`config.mk`:
```
export PLATFORM = sky130hd
export DESIGN_NAME = control_fsm
export DESIGN_NICKNAME = d
export VERILOG_FILES = /design/src/rtl/control_fsm.sv
export SDC_FILE = /design/constraint.sdc
export NUM_CORES = 1
export LEC_CHECK = 0
export CORE_AREA = 2 2 39 41
export CTS_BUF_LIST = sky130_fd_sc_hd__clkbuf_8
export DETAILED_ROUTE_END_ITERATION = 6
export DIE_AREA = 0 0 41 43
export GPL_TIMING_DRIVEN = 0
export PLACE_DENSITY = 0.75
export SLEW_MARGIN = 20
export SYNTH_ARGS = -nofsm -noshare
export SYNTH_HDL_FRONTEND = slang
export SYNTH_SLANG_ARGS = --single-unit
```
`constraint.sdc`:
```
create_clock -name clk -period 6.2 [get_ports clk]
set_clock_uncertainty 0.05 [all_clocks]
set_input_delay 1.86 -clock clk [delete_from_list [all_inputs] [get_ports clk]]
set_output_delay 1.86 -clock clk [all_outputs]
set_load 0.03 [all_outputs]
```
`src/rtl/control_fsm.sv`:
```
// control_fsm: sequential instruction controller.
// Decodes the current opcode and stretches multiply, LD and ST over as many
// cycles as they need, holding pc_en low until the instruction retires.
// Conditional relative branches use ZF from the decode cycle.
// An undefined opcode parks the controller in a sticky trap that only reset clears.
//
// state     | meaning
// ----------+---------------------------------------------------------------
// IDLE      | first cycle after reset; every output low
// EXEC      | decode the current opcode; single-cycle ops retire here
// MUL_WAIT  | multiply in flight; cnt counts the cycles still to go
// IN_WAIT   | LD waiting for in_valid
// OUT_WAIT  | ST presenting data, waiting for out_ready
// TRAP      | undefined opcode seen; illegal held high until reset

`ifndef NOP
`define NOP  6'b000_000
`endif
`ifndef ADD
`define ADD  6'b000_001
`endif
`ifndef SUB
`define SUB  6'b000_010
`endif
`ifndef MLT
`define MLT  6'b000_011
`endif
`ifndef ADDI
`define ADDI 6'b001_001
`endif
`ifndef SUBI
`define SUBI 6'b001_010
`endif
`ifndef MLTI
`define MLTI 6'b001_011
`endif
`ifndef LD
`define LD   6'b010_000
`endif
`ifndef ST
`define ST   6'b011_000
`endif
`ifndef JMP
`define JMP  6'b100_000
`endif
`ifndef JZ
`define JZ   6'b101_000
`endif
`ifndef JNZ
`define JNZ  6'b110_000
`endif

module control_fsm #(
    parameter int OPCODE_W   = 6,
    parameter int ALU_W      = 3,
    parameter int MUL_CYCLES = 2
) (
    input  logic                clk,
    input  logic                n_reset,
    input  logic [OPCODE_W-1:0] opcode,
    input  logic                ZF,
    input  logic                in_valid,
    output logic                in_ready,
    input  logic                out_ready,
    output logic                out_valid,
    output logic [ALU_W-1:0]    alu_func,
    output logic                pc_en,
    output logic                pc_rel_branch,
    output logic                reg_write,
    output logic                immediate,
    output logic                read_in,
    output logic                write_out,
    output logic                illegal
);

    if (MUL_CYCLES < 1) begin : g_bad_mul_cycles
        $error("control_fsm: MUL_CYCLES must be at least 1");
    end

    localparam logic [OPCODE_W-1:0] OP_NOP  = OPCODE_W'(`NOP);
    localparam logic [OPCODE_W-1:0] OP_ADD  = OPCODE_W'(`ADD);
    localparam logic [OPCODE_W-1:0] OP_SUB  = OPCODE_W'(`SUB);
    localparam logic [OPCODE_W-1:0] OP_MLT  = OPCODE_W'(`MLT);
    localparam logic [OPCODE_W-1:0] OP_ADDI = OPCODE_W'(`ADDI);
    localparam logic [OPCODE_W-1:0] OP_SUBI = OPCODE_W'(`SUBI);
    localparam logic [OPCODE_W-1:0] OP_MLTI = OPCODE_W'(`MLTI);
    localparam logic [OPCODE_W-1:0] OP_LD   = OPCODE_W'(`LD);
    localparam logic [OPCODE_W-1:0] OP_ST   = OPCODE_W'(`ST);
    localparam logic [OPCODE_W-1:0] OP_JMP  = OPCODE_W'(`JMP);
    localparam logic [OPCODE_W-1:0] OP_JZ   = OPCODE_W'(`JZ);
    localparam logic [OPCODE_W-1:0] OP_JNZ  = OPCODE_W'(`JNZ);

    // Counter holds the number of MUL_WAIT cycles left after the current one.
    localparam int CNT_W    = (MUL_CYCLES > 1) ? $clog2(MUL_CYCLES) : 1;
    localparam int MUL_LOAD = (MUL_CYCLES > 1) ? (MUL_CYCLES - 2) : 0;

    typedef enum logic [2:0] {
        ST_IDLE     = 3'd0,
        ST_EXEC     = 3'd1,
        ST_MUL_WAIT = 3'd2,
        ST_IN_WAIT  = 3'd3,
        ST_OUT_WAIT = 3'd4,
        ST_TRAP     = 3'd5
    } state_t;

    state_t           state_q, state_d;
    logic [CNT_W-1:0] cnt_q, cnt_d;

    // Next-state, counter and output decode from state, opcode and handshakes.
    always_comb begin
        state_d       = state_q;
        cnt_d         = cnt_q;
        in_ready      = 1'b0;
        out_valid     = 1'b0;
        alu_func      = '0;
        pc_en         = 1'b0;
        pc_rel_branch = 1'b0;
        reg_write     = 1'b0;
        immediate     = 1'b0;
        read_in       = 1'b0;
        write_out     = 1'b0;
        illegal       = 1'b0;

        case (state_q)
            ST_IDLE: begin
                state_d = ST_EXEC;
            end

            ST_EXEC: begin
                alu_func = opcode[ALU_W-1:0];
                case (opcode)
                    OP_NOP: begin
                        pc_en = 1'b1;
                    end
                    OP_ADD, OP_SUB: begin
                        reg_write = 1'b1;
                        pc_en     = 1'b1;
                    end
                    OP_ADDI, OP_SUBI: begin
                        reg_write = 1'b1;
                        immediate = 1'b1;
                        pc_en     = 1'b1;
                    end
                    OP_JMP: begin
                        pc_en         = 1'b1;
                        pc_rel_branch = 1'b1;
                    end
                    OP_JZ: begin
                        pc_en         = 1'b1;
                        pc_rel_branch = ZF;
                    end
                    OP_JNZ: begin
                        pc_en         = 1'b1;
                        pc_rel_branch = ~ZF;
                    end
                    OP_MLT, OP_MLTI: begin
                        immediate = (opcode == OP_MLTI);
                        if (MUL_CYCLES == 1) begin
                            reg_write = 1'b1;
                            pc_en     = 1'b1;
                        end else begin
                            cnt_d   = CNT_W'(MUL_LOAD);
                            state_d = ST_MUL_WAIT;
                        end
                    end
                    OP_LD: begin
                        in_ready = 1'b1;
                        read_in  = 1'b1;
                        if (in_valid) begin
                            reg_write = 1'b1;
                            pc_en     = 1'b1;
                        end else begin
                            state_d = ST_IN_WAIT;
                        end
                    end
                    OP_ST: begin
                        out_valid = 1'b1;
                        if (out_ready) begin
                            write_out = 1'b1;
                            pc_en     = 1'b1;
                        end else begin
                            state_d = ST_OUT_WAIT;
                        end
                    end
                    default: begin
                        state_d = ST_TRAP;
                    end
                endcase
            end

            ST_MUL_WAIT: begin
                alu_func  = opcode[ALU_W-1:0];
                immediate = (opcode == OP_MLTI);
                if (cnt_q == '0) begin
                    reg_write = 1'b1;
                    pc_en     = 1'b1;
                    state_d   = ST_EXEC;
                end else begin
                    cnt_d = cnt_q - CNT_W'(1);
                end
            end

            ST_IN_WAIT: begin
                in_ready = 1'b1;
                read_in  = 1'b1;
                if (in_valid) begin
                    reg_write = 1'b1;
                    pc_en     = 1'b1;
                    state_d   = ST_EXEC;
                end
            end

            ST_OUT_WAIT: begin
                out_valid = 1'b1;
                if (out_ready) begin
                    write_out = 1'b1;
                    pc_en     = 1'b1;
                    state_d   = ST_EXEC;
                end
            end

            ST_TRAP: begin
                illegal = 1'b1;
            end

            default: begin
                state_d = ST_IDLE;
            end
        endcase
    end

    // State and multiply counter registers; reset drops straight back to IDLE.
    always_ff @(posedge clk or negedge n_reset) begin
        if (!n_reset) begin
            state_q <= ST_IDLE;
            cnt_q   <= '0;
        end else begin
            state_q <= state_d;
            cnt_q   <= cnt_d;
        end
    end

endmodule

```
# Word level (Yosys, flattened, before mapping)
# Index checks and enable logic that the tools add are counted.
# word_totals
ff_bits	4
latchBits	0
ram_bits	0
rom_bits	0
in_bits	11
word_cells	67
memories	0
# classes
n_addsub	1
mul	0
div	0
order_cmp	0
eq_ne	23
shift	0
muxes	29
bitwise_logic	2
reduce_logical	10
# op_table
op	n
6-bit by 4-bit equality test with 1-bit output, second input constant	3
6-bit equality test, second input constant	3
3-bit two-way mux	6
3-bit one-hot mux with 6 select lines	1
1-bit one-hot mux with 2 select lines	7
6-bit by 2-bit equality test with 1-bit output, second input constant	2
6-bit by 5-bit equality test with 1-bit output, second input constant	2
3-bit one-hot mux with 4 select lines	1
1-bit two-way mux	10
1-bit one-hot mux with 3 select lines	3
2-bit inequality test, second input constant	4
8-bit OR reduction	1
7-bit AND reduction	1
3-bit by 2-bit equality test with 1-bit output, second input constant	2
3-bit equality test, second input constant	2
6-bit by 1-bit equality test with 1-bit output, second input constant	1
6-bit zero test	1
3-bit inequality test, second input constant	2
2-bit OR reduction	3
1-bit one-hot mux with 4 select lines	1
4-bit OR reduction	1
3-bit by 1-bit equality test with 1-bit output, second input constant	1
3-bit zero test	1
2-bit by 1-bit inequality test with 1-bit output, second input constant	1
other kinds (4)	5

# Longest topological paths before layout
# Gate-level depths: netlist (run 1).
# logic_depth
ltp_word	4
mapped_depth	5
ltp_nobuf	4

# Worst setup path before layout (run 1)
# OpenSTA, ideal clock, no wires.
# synth_timing
path_type	input -> output
start	in opcode[1]
end	out pc_en
arrival_time_ns	3.526
required_ns	4.290
setup_slack_ns	0.764
path_stages	5
path_cell_list	buf_6 > and4bb_2 > a31oi_1 > nor3b_1 > a211o_1
# synth_between
elab_chain_len	4
word_cells_on_any_way	13
classes_between	9 x eq/ne; 2 x mux; 2 x reduce/logical
# synth_lines
element	line_no	rtl
start: declaration	60	input logic [OPCODE_W-1:0] opcode,
6-bit equality test (tied with other cells)	131	case (opcode)
8-bit OR reduction (no line)	-	
1-bit one-hot mux with 3 select lines *	131	
1-bit one-hot mux with 4 select lines *	124	case (state_q)
end: declaration	67	output logic pc_en,
# Mark *: on every way between the ends. The rest lies on a longest branch, timed or not.

# Worst setup path in the final report (run 1)
# layout_timing
start	in opcode[5]
end	out pc_en
# The elaborated chain is that of the path after synthesis.

==> impl_metrics.py, run 1 <==
metrics = {
    "clocking": {
        "worstSkewPairLatency_ps": 220,
        "htreeDepth": 1,
        "cts_tree": "done",
        "clock_path_buffers": 2,
        "cts.sinks": 3,
        "cts_made_buffers": 3,
        "cts_root_buffer": "clkbuf_8",
        "postCtsHoldBufs": 0,
        "cts.clk_slew.worst_paths_ps": 30,
        "postCtsResizedCells": 0,
        "cts_setup_buffers": 0,
    },
    "global_routing": {
        "grt_pass1_wl_mm": 2.13,
        "antenna_found_initial": 0,
        "grt_util_all_layers_pct": 16.8,
        "grt_max_degree": 11,
        "grt_pass1_vias": 528,
        "overflow": 0,
    },
    "timing": {
        "hold_slack_ps": 554,
        "setup_tns_ps": 0,
        "worst_slew_pin_slew_ps": 351,
        "finalSetupViolCount": 0,
        "drv_slew": 0,
        "period_needed_ps": 5990,
        "fmax_ghz": 0.167,
        "hold_viol": 0,
        "post-route-period-util_pct": 96.6,
        "rsz0062_at_grt": "no",
        "slew_headroom_pct": 76.5,
    },
    "worst_hold_path": {
        "min_path_type": "register to register",
    },
    "detailed_routing": {
        "drc_errors": 0,
        "viasPerCell": 5.50,
        "wl_per_cell_um": 12.1,
        "wl_mm": 1.32,
        "antenna_left": 0,
        "drtPass1Iterations": 4,
        "drt_first_iter_violations": 17,
        "vias": 599,
    },
    "setup_path": {
        "critical_path_class": "input port to primary output",
        "start_kind": "input port",
        "crit_end": "pc_en",
        "required_ps": 4290,
        "slowest_stage": "clkdlybuf4s50_1",
        "r2r_end": "state_q[1]",
        "crit_chain": "clkdlybuf4s50_1, or4b_1, a21o_1, o21ai_2, a211o_1, clkdlybuf4s50_1",
        "crit_top_cell": "clkdlybuf4s50_1",
        "arrival_ps": 4080,
        "max_stage_delay_ps": 660,
        "cp-startpoint": "opcode[5]",
        "ff2ff_setup_slack_ps": 4690,
        "cp_max_fo": 7,
        "r2r-start": "state_q[1]",
        "crit_path_end_kind": "primary output",
        "reg2reg_depth": 4,
    },
    "placed_design": {
        "hpwl_mm": 1.03,
        "portBuffers": 22,
        "dp.cells": 105,
        "gp_congestion": 0.858,
    },
    "floorplanning": {
        "core_sq_mm": 0.00138,
        "die_w_um": 41,
        "die_area_sq_mm": 0.00176,
        "initial_utilization_pct": 36.3,
        "core.rowCount": 14,
        "dieHeight_um": 43,
        "io_pins": 23,
    },
    "finish": {
        "final_cells": 109,
        "largest-register": "state_q",
        "nets": 105,
        "n_antenna_cell": 0,
        "fin_util_pct": 56.9,
        "drive_above_1_share_pct": 10.8,
        "largest_reg_flops": 3,
        "synthToLayoutAreaGrowth_pct": 56.9,
        "reg.largest.list": "state_q (3)",
    },
    "synth": {
        "seq_area_frac_synth_pct": 15.0,
        "synth_edf_count": 0,
        "synth.distinct_cells": 35,
        "yosysWarningCount": 0,
        "synthCells": 67,
        "synth-async-reset-ratio_pct": 100,
        "ys_seq_elements": 3,
        "syn_area_sq_um": 502,
        "ys.flop_type": "dfrtp_1",
        "syn_nets": 78,
        "syn-mean-instance-area_sq_um": 7.49,
    },
    "pwr": {
        "peakVddDrop_uv": 91.5,
        "p_leak_nw": 0.297,
        "powerDensity_mw_per_mm2": 229,
    },
    "run_status": {
        "outcome": "finished clean",
    },
    "job": {
        "cap_violations": 0,
    },
}
==> cells in the final DEF (no fill, tap or decap), types with 3 or more instances in the layout <==
master and instances:
a21oi_1 5, and2_1 4, clkbuf_8 3, clkdlybuf4s50_1 22, dfrtp_1 3, inv_1 3, nand2b_1 6, nand3_1 3
nor2_1 4, nor2b_1 7, nor3_1 3, o21ai_0 3
==> area by class of cell <==
cell class	count	area [sq um]
Inverter	2	7.51
Clock buffer	3	41.3
Multi-Input combinational cell	59	395
Clock inverter	1	3.75
Sequential cell	3	75.1
Buffer	3	23.8
Timing Repair Buffer	22	220
Fill cell	150	597
Tap cell	16	20.0
==> power by group <==
| part | leakage, nW | switching [mW] | internal (mW) |
|---|---|---|---|
| Clock | 0.0269 | 0.0131 | 0.0422 |
| Combinational | 0.237 | 0.0508 | 0.0430 |
| Sequential | 0.0323 | 0.00777 | 0.0234 |
==> routing by layer <==
layer	GRT usage [%]	vias to the layer above	part of all wire, %
li1	-	304	-
met1	22.5	278	44
met2	26.6	17	53
met3	0	0	2.8
met4	8.00	0	0
met5	0	-	0
==> critical path, delay by kind of cell <==
kind | cells | cell delay, ps
AOI/OAI and AO/OA | 3 | 510
and+or+nand+nor | 1 | 450
buffers and inverters | 2 | 1260
==> how the worst min path moves through the flow <==
stage / start / endpoint / slack (ps) / cells after the start
6_report: state_q[2] / state_q[0] / 550 / 1
5_1_grt: state_q[2] / state_q[0] / 600 / 1
4_1_cts: state_q[2] / state_q[0] / 560 / 1
3_5_place_dp: state_q[2] / state_q[0] / 550 / 1
3_3_place_gp: state_q[2] / state_q[0] / 560 / 1
2_1_floorplan: state_q[2] / state_q[0] / 480 / 1
==> logic make-up (layout without fill, tap and decap cells) <==
group                     after synthesis  count (layout)  share of synthesized area (%)
and+or+nand+nor                        38              38                           48.4
AOI/OAI and AO/OA                      19              19                           26.7
buffers and inverters                   5              31                           6.23
DFF                                     3               3                           15.0
xor gates and xnor gates                1               1                           1.75
muxes                                   1               1                           2.00
==> cell usage after synthesis (2+ instances only) <==
library cell	instances	area (sq um)
nor2_1	4	15.0
a21oi_1	5	25.0
nand2_1	2	7.51
and2_1	4	25.0
dfrtp_1	3	75.1
o21ai_0	3	15.0
nor2b_1	7	43.8
nand2b_1	6	37.5
o21bai_1	2	15.0
nor3_1	3	15.0
nand3_1	3	15.0
inv_1	2	7.51
==> per-stage QoR <==
step           power, mW  instance area [sq um]  setup WS, ps
2_1_floorplan     0.0876                    502           764
3_3_place_gp       0.125                    742           209
3_5_place_dp       0.125                    742           217
4_1_cts            0.183                    787           217
5_1_grt            0.191                    787           108
6_report           0.180                    787           210
No activity file was read; power rests on OpenSTA's default activity.
==> run 2, diff against run 1 <==
CAP_MARGIN = 20   (was not set)
==> results of run 2 <==
Final layout, timing and power as in run 1 (identical DEF).
==> variant: new RTL, settings of run 1 <==
The 6 states of `state_t` get a one-hot encoding in 6 bits.
--- a/src/rtl/control_fsm.sv
+++ b/src/rtl/control_fsm.sv
@@ -95,11 +95,11 @@
     localparam int MUL_LOAD = (MUL_CYCLES > 1) ? (MUL_CYCLES - 2) : 0;
 
-    typedef enum logic [2:0] {
-        ST_IDLE     = 3'd0,
-        ST_EXEC     = 3'd1,
-        ST_MUL_WAIT = 3'd2,
-        ST_IN_WAIT  = 3'd3,
-        ST_OUT_WAIT = 3'd4,
-        ST_TRAP     = 3'd5
+    typedef enum logic [5:0] {
+        ST_IDLE     = 6'b000001,
+        ST_EXEC     = 6'b000010,
+        ST_MUL_WAIT = 6'b000100,
+        ST_IN_WAIT  = 6'b001000,
+        ST_OUT_WAIT = 6'b010000,
+        ST_TRAP     = 6'b100000
     } state_t;
 
Check against the original RTL: same outputs for any inputs over 10 cycles, from zero or initial values and one cycle with n_reset low; not proved beyond that.
==> variant against run 1 <==
Hold slack gained 27 ps. Synthesized cell count is 16% higher. Worst setup slack gained 100 ps. Total power is 36% higher. Critical path depth rose by 1. Via count rose by 13%. Wire length rose by 16%. Sequential cell count up 3. Fmax grew 1.8%. Cell area is 14% higher. Area after synthesis increased by 26%. First-iteration DRC count increased by 12%. Sequential power grew 120%. Critical endpoint is now reg_write.
==> variant: results (changes against run 1) <==
- Met1 Track Usage GR: 32.2% (+9.8 points)
- Dpl cells: 114 (+8.6%)
- Crit path to: reg_write
- Top post-synthesis cells by area: dfrtp_1 (20%), nor2b_1 (5.9%), nor2_1 (5.3%)
- Drt total wl: 1530 um (+16%)
- Hold wc startpoint: state_q[1]$_DFFE_PN0P_
- Minimum clock period: 5890 ps (-105 ps)
- GRT Total Usage: 21.7% (+5.0 points)
- Drt wl/cell: 12.9 um (+7.3%)
- Crit path DAT: 3980 ps (-100 ps)
- Global-route wire length before repair: 2680 um (+26%)
- Area of the multi-input gates: 448 um2 (+13%)
- Cells on worst reg2reg path: 5 (+1)
- Routed met1 length: 693 um (+19%)
- FF-to-FF Start: state_q[4]$_DFFE_PN0P_
- GRT met3 Usage: 7.33% (+7.3 points)
- Slowest stage delay, CP: 700 ps (+40 ps)
- Outcome: complete, no violations
- Vias in the first global route: 613 (+16%)
- Routed length on met3: 110 um (+200%)
- Area growth, synth to finish: 42.0%
- Met2 usage: 29.1% (+2.5 points)
- Non-clk bufs: 24 (-4.0%)
- Filler Cells Inserted: 120 (-20%)
- I/O Buffers: 20 (-9.1%)
- Sequential fraction of the synthesis area: 24.0% (+9.0 points)
- Mux share of post-synthesis cell area: 3.17% (+1.2 points)
- Setup slack, reg-to-reg: 4510 ps (-180 ps)
- FF/Latch Area: 151 um2 (+100%)
- Worst vdd rail ir drop: 0.000247 V (+170%)
- Inverter count: 1 (-1)
- RePlAce Congestion: 0.818 (-4.6%)
- Hold Path End: state_q[0]$_DFFE_PN1P_
- Synth Net Count: 89 (+14%)
- Top Usage Layer GRT: met1
- Leading registers by flop count: state_q: 6 flops
- Worst-path fanout max: 5 (-2)
- Pleak: 0.000372 uW (+25%)
- Layout non-clock buf frac: 25.5% (-5.5 points)
- Wire length on met2: 724 um (+4.2%)
- Synth unique cells: 38 (+8.6%)
- Share of cells above drive strength 1: 15.7% (+4.9 points)
- Comb_multi_in: 67 (+14%)
- Slew HR: 63.0% (-13 points)
- Vias per cell: 5.74 (+4.4%)
[variant: cell types whose count changed in the layout (fill, tap and decap cells not counted), sizes merged, moves of 2 or more]
cell	before	now
a31o	0	2
and2	4	0
a21oi	5	3
nand2b	6	3
nand2	2	6
nand3b	1	3
nor4	1	3
dfrtp	3	5
clkdlybuf4s50	22	20
nor2	4	10
[variant: power by group through the flow]
stage | Sequential [uW] | Clock [uW] | Combinational (uW)
2_1_floorplan | 64.0 | 0 | 85.5
3_3_place_gp | 66.5 | 0 | 117
3_5_place_dp | 67.0 | 0 | 118
4_1_cts | 66.6 | 62.6 | 118
5_1_grt | 70.3 | 65.7 | 130
6_report | 67.3 | 60.6 | 118
[variant: kinds of logic (layout without fill, tap and decap cells)]
family	after synthesis	in the layout
AO/OA/AOI/OAI	17	17
XOR/XNOR	2	2
buffers and inverters	5	29
flip-flops	6	6
multiplexers	2	2
AND/OR/NAND/NOR	46	46
